==> config.mk <==
export PLATFORM = sky130hd
export DESIGN_NAME = program_loader
export DESIGN_NICKNAME = d
export VERILOG_FILES = /design/src/rtl/program_loader.sv
export SDC_FILE = /design/constraint.sdc
export NUM_CORES = 1
export LEC_CHECK = 0
export ABC_AREA = 1
export CORE_ASPECT_RATIO = 1.4
export CORE_MARGIN = 1.5
export CORE_UTILIZATION = 49
export CTS_BUF_LIST = sky130_fd_sc_hd__clkbuf_8
export DETAILED_ROUTE_END_ITERATION = 6
export PLACE_DENSITY_LB_ADDON = 0.15
export RECOVER_POWER = 100
export SETUP_SLACK_MARGIN = 0.2
export SKIP_CTS_REPAIR_TIMING = 1
export SYNTH_ARGS = -nofsm -noshare
export SYNTH_HDL_FRONTEND = slang
export SYNTH_SLANG_ARGS = --single-unit
==> constraint.sdc <==
create_clock -name clock -period 1.95 [get_ports clock]
set_clock_uncertainty 0.2 [all_clocks]
set_input_delay 0.585 -clock clock [delete_from_list [all_inputs] [get_ports clock]]
set_output_delay 0.585 -clock clock [all_outputs]
set_load 0.02 [all_outputs]
==> src/rtl/program_loader.sv <==
// Boot-time program loader: receives a framed byte stream (sync, length, words, XOR checksum)
// and writes the words into instruction memory while holding the CPU in reset.
module program_loader #(
    parameter int         MAX_WORDS = 256,
    parameter logic [7:0] SYNC_BYTE = 8'hA5
) (
    input  logic        clock,
    input  logic        reset,
    input  logic        start,
    input  logic        byte_valid,
    input  logic [7:0]  byte_data,
    output logic        byte_ready,
    output logic        imem_we,
    output logic [31:0] imem_addr,
    output logic [31:0] imem_wdata,
    output logic        cpu_hold,
    output logic        load_done,
    output logic        load_error,
    output logic [15:0] word_count
);

    typedef enum logic [2:0] {
        IDLE, SYNC, CNT_LO, CNT_HI, DATA, CHECK, DONE, ERROR
    } state_t;

    localparam logic [16:0] MAX_LEN = 17'(MAX_WORDS);

    state_t      state_reg, state_next;
    logic [15:0] n_reg;
    logic [7:0]  csum_reg;
    logic [1:0]  byte_idx_reg;
    logic [23:0] shift_reg;
    logic        byte_ready_reg;
    logic        imem_we_reg;
    logic [31:0] imem_addr_reg;
    logic [31:0] imem_wdata_reg;
    logic        cpu_hold_reg;
    logic        load_done_reg;
    logic        load_error_reg;
    logic [15:0] word_count_reg;

    logic        fire;
    logic        idle_like;
    logic [15:0] n_full;
    logic        last_word;
    logic        word_end;

    assign fire      = byte_valid & byte_ready_reg;
    assign idle_like = (state_reg == IDLE) || (state_reg == DONE) || (state_reg == ERROR);
    assign n_full    = {byte_data, n_reg[7:0]};
    assign last_word = ({1'b0, word_count_reg} + 17'd1) == {1'b0, n_reg};
    assign word_end  = (state_reg == DATA) && fire && (byte_idx_reg == 2'd3);

    always_ff @(posedge clock) begin
        if (reset) begin
            state_reg <= IDLE;
        end else begin
            state_reg <= state_next;
        end
    end

    always_comb begin
        state_next = state_reg;
        case (state_reg)
            IDLE, DONE, ERROR: begin
                if (start) state_next = SYNC;
            end
            SYNC: begin
                if (fire && byte_data == SYNC_BYTE) state_next = CNT_LO;
            end
            CNT_LO: begin
                if (fire) state_next = CNT_HI;
            end
            CNT_HI: begin
                if (fire) begin
                    if (n_full == 16'd0)                  state_next = CHECK;
                    else if ({1'b0, n_full} > MAX_LEN)    state_next = ERROR;
                    else                                  state_next = DATA;
                end
            end
            DATA: begin
                if (word_end && last_word) state_next = CHECK;
            end
            CHECK: begin
                if (fire) state_next = (byte_data == csum_reg) ? DONE : ERROR;
            end
            default: state_next = IDLE;
        endcase
    end

    // Datapath; byte_ready is registered from the next state so it tracks state_reg exactly.
    always_ff @(posedge clock) begin
        if (reset) begin
            n_reg          <= '0;
            csum_reg       <= '0;
            byte_idx_reg   <= '0;
            shift_reg      <= '0;
            byte_ready_reg <= 1'b0;
            imem_we_reg    <= 1'b0;
            imem_addr_reg  <= '0;
            imem_wdata_reg <= '0;
            cpu_hold_reg   <= 1'b0;
            load_done_reg  <= 1'b0;
            load_error_reg <= 1'b0;
            word_count_reg <= '0;
        end else begin
            imem_we_reg    <= 1'b0;
            byte_ready_reg <= (state_next == SYNC) || (state_next == CNT_LO) ||
                              (state_next == CNT_HI) || (state_next == DATA) ||
                              (state_next == CHECK);
            if (idle_like && start) begin
                load_done_reg  <= 1'b0;
                load_error_reg <= 1'b0;
                word_count_reg <= '0;
                csum_reg       <= '0;
                byte_idx_reg   <= '0;
                cpu_hold_reg   <= 1'b1;
            end
            if (fire) begin
                case (state_reg)
                    CNT_LO: n_reg[7:0] <= byte_data;
                    CNT_HI: begin
                        n_reg[15:8] <= byte_data;
                        if ({1'b0, n_full} > MAX_LEN) load_error_reg <= 1'b1;
                    end
                    DATA: begin
                        csum_reg     <= csum_reg ^ byte_data;
                        shift_reg    <= {byte_data, shift_reg[23:8]};
                        byte_idx_reg <= byte_idx_reg + 2'd1;
                    end
                    CHECK: begin
                        if (byte_data == csum_reg) begin
                            load_done_reg <= 1'b1;
                            cpu_hold_reg  <= 1'b0;
                        end else begin
                            load_error_reg <= 1'b1;
                        end
                    end
                    default: ;
                endcase
            end
            // Fourth byte completes the word: the write pulse appears on the following cycle.
            if (word_end) begin
                imem_we_reg    <= 1'b1;
                imem_wdata_reg <= {byte_data, shift_reg};
                imem_addr_reg  <= {16'd0, word_count_reg};
                word_count_reg <= word_count_reg + 16'd1;
            end
        end
    end

    assign byte_ready = byte_ready_reg;
    assign imem_we    = imem_we_reg;
    assign imem_addr  = imem_addr_reg;
    assign imem_wdata = imem_wdata_reg;
    assign cpu_hold   = cpu_hold_reg;
    assign load_done  = load_done_reg;
    assign load_error = load_error_reg;
    assign word_count = word_count_reg;

endmodule

==> run_results.csv <==
group,metric,value,unit
status,status,"complete, but fails checks",
status,violations,"setup timing",
critical_path,path_common_cell,"nand2_1",
grt,globalRouteMet2Util,47.7,%
worst_hold_path,min_to,"cpu_hold",
detailed_routing,wirelength,15.7,mm
place,pre_cts_ws,-0.685,ns
detailed_routing,drtIter0Drc,307,
critical_path,reg2reg_depth,15,
worst_hold_path,hold_depth,2,
yosys,syn_area,5340,sq um
grt,grt_pass1_vias,5104,
layout,antenna-diode-count,0,
timing,min_period,1.99,ns
timing,fin_ws,-0.0394,ns
clock_tree,clockBufferDepth,2,
critical_path,path_max_fanout,5,
critical_path,r2r-start,"word_count[0]",
grt,top_usage_layer,"met2",
die,fp-row-count,44,
grt,grt-ovfl-total,0,
die,dieArea,11600,sq um
layout,largest_reg_flops,32,
grt,grt_usage,26.8,%
clock_tree,clk_latency,0.45,ns
detailed_routing,wl_per_cell,15.1,microns
place,port_buffers,80,
layout,syn_to_final_growth,39.3,%
critical_path,startpoint_type,"flop",
layout,final_core_util,70.8,%
critical_path,path_class,"reg2reg",
layout,nNetsFinal,901,
critical_path,cpMaxStageDelayCell,"dfxtp_4",
clock_tree,htree_levels,4,
critical_path,worst_ep_required_time,2.14,ns
timing,hold_viol_final,0,
timing,finalSetupViolCount,3,
clock_tree,clkSlewWorstSetupHoldPaths,0.08,ns
power,ir_drop,0.000607,V
timing,setup_tns,-0.0853,ns
detailed_routing,drcViolationCount,0,
detailed_routing,routed_via_density,5.23,
grt,use_met1,29.6,%
timing,finalMaxSlewViolations,0,
die,core,10500,sq um
power,p_per_area,778,nW/um^2
detailed_routing,drtPass1Iterations,6,
grt,grt_max_degree,61,
clock_tree,cts_tree,"yes",
yosys,syn_inst,738,
die,ios,97,
critical_path,crit_path_end_kind,"flop",
die,start_util,50.8,%
clock_tree,numCtsBuffers,17,
grt,use_met3,6.00,%
timing,fmax,503,MHz
power,p_leak,3.36,nW
yosys,ys_ff_latch,122,
worst_hold_path,worstHoldStart,"cpu_hold",
place,place_congestion,0.940,
timing,fin_crit_sh,102,%
critical_path,arrival,2.18,ns
die,die_w,91.3,microns
yosys,ys_seq_area_share,45.7,%
die,die_y,127,microns
critical_path,reg2reg_setup_slack,-0.04,ns
run,cap_violations,0,
place,hpwl,10.8,mm
worst_hold_path,hold_path_class,"reg2reg",
detailed_routing,via_count,5426,
critical_path,r2r_end,"byte_ready",
yosys,syn_avg_cell_area,7.24,sq um
critical_path,critical-path-max-stage-delay,0.39,ns
clock_tree,cts.sinks,122,
timing,rsz0062_at_grt,"yes",
grt,antenna_found_initial,0,
layout,drive_above_1_share,30.9,%
detailed_routing,ant_nets,0,
yosys,ys_types,31,
clock_tree,root_buffer,"clkbuf_8",
yosys,yosys_warnings,0,
grt,grt_pass1_wl,24.3,mm
critical_path,crit_chain,"ha_4, nand2_4, nor2_4, nand2_2, nand2_2, nand2_2, nand2_1, nand2_1, nor2_1, nand2_1, nor2_1, nand3_1, nand4_1, nand2_1, inv_1",
layout,fillers,891,
==> placed cells by master (no fill, tap or decap), drive strengths merged, types with 8 or more instances in the layout <==
cell and count:
conb 16, dfxtp 122, buf 153, clkbuf 18, nand3 57, nand2 159
dlymetal6s2s 9, nor2 84, o21ai 79, a21oi 83, inv 71, nor3 8
==> synthesized netlist by cell type (all sizes together) <==
cell    instances  area, sq um
buf            28          185
nand4           7         43.8
o21bai          1         7.51
xnor2           5         43.8
o21a            1         7.51
xor2            6         52.6
nor2           84          358
a32o            1         10.0
a21oi          83          415
clkinv          1         3.75
conb            1         3.75
or2             1         6.26
inv            61          229
ha              2         25.0
nor3            8         45.0
nand2         159          602
o21ai          79          395
xnor3           1         22.5
xor3            1         23.8
a211oi          6         45.0
dfxtp         122         2440
clkbuf         22         82.6
a41oi           1         8.76
nand3          57          285
==> worst max-delay path, delay by kind of cell (launching register included) <==
family / cells / cell delay, ns
buffers and inverters: 1 / 0.04
AND/OR/NAND/NOR: 13 / 1.13
flip-flops: 1 / 0.39
adder cells (fa/ha/maj): 1 / 0.16
==> metrics by stage <==
stage | std cells | total power, W | instance area (sq um) | hold slack (ns)
CTS | 1029 | 0.00578 | 7230 | 0.261
floorplan | 753 | 0.00314 | 5490 | 0.224
finish | 1038 | 0.00579 | 7440 | 0.255
detailed placement | 997 | 0.00345 | 6820 | 0.249
global placement | 997 | 0.00342 | 6820 | 0.232
global route | 1038 | 0.00601 | 7440 | 0.276
==> cell type report <==
class	count	area [sq um]	share of cell area (%)
Clock buffer	17	234	3.14
Clock inverter	15	178	2.39
Timing Repair Buffer	165	1460	19.6
Tap cell	138	173	2.32
Inverter	62	241	3.24
Sequential cell	122	2540	34.1
Multi-Input combinational cell	519	2620	35.2
==> layer usage <==
layer | up-vias | part of all wire, %
met5 | - | 0
met4 | 0 | 4.2
met3 | 41 | 4.8
met2 | 173 | 52
met1 | 2524 | 39
li1 | 2688 | -
==> cell families (layout without fill, tap and decap cells) <==
kind of cell,after synthesis,in the layout,synth area share [%]
fa+ha+maj,2,2,0.468
other cells,1,16,0.0702
buf+inv,112,259,9.37
xor+xnor,13,13,2.67
flops,122,122,45.7
simple gates,316,316,25.1
compound gates,172,172,16.6
==> report_power, final <==
part | switching, W | leakage (nW) | total, W | internal [W]
registers | 0.0000636 | 1.01 | 0.00261 | 0.00255
clock network | 0.00117 | 0.207 | 0.00236 | 0.00119
logic | 0.000507 | 2.15 | 0.000815 | 0.000308
==> worst max path at each step <==
stage	startpoint	endpoint	slack (ns)	depth (start not counted)
final	word_count[0]	byte_ready	-0.04	15
after global routing	word_count[2]	state_reg[0]	-0.18	12
after CTS	word_count[5]	word_count[5]	-0.44	2
after detailed placement	byte_data[0]	byte_ready	-0.69	11
after global placement	byte_data[0]	byte_ready	-0.62	11
after floorplan	word_count[1]	state_reg[0]	0.16	13
Power figures use the tool's default switching activity.
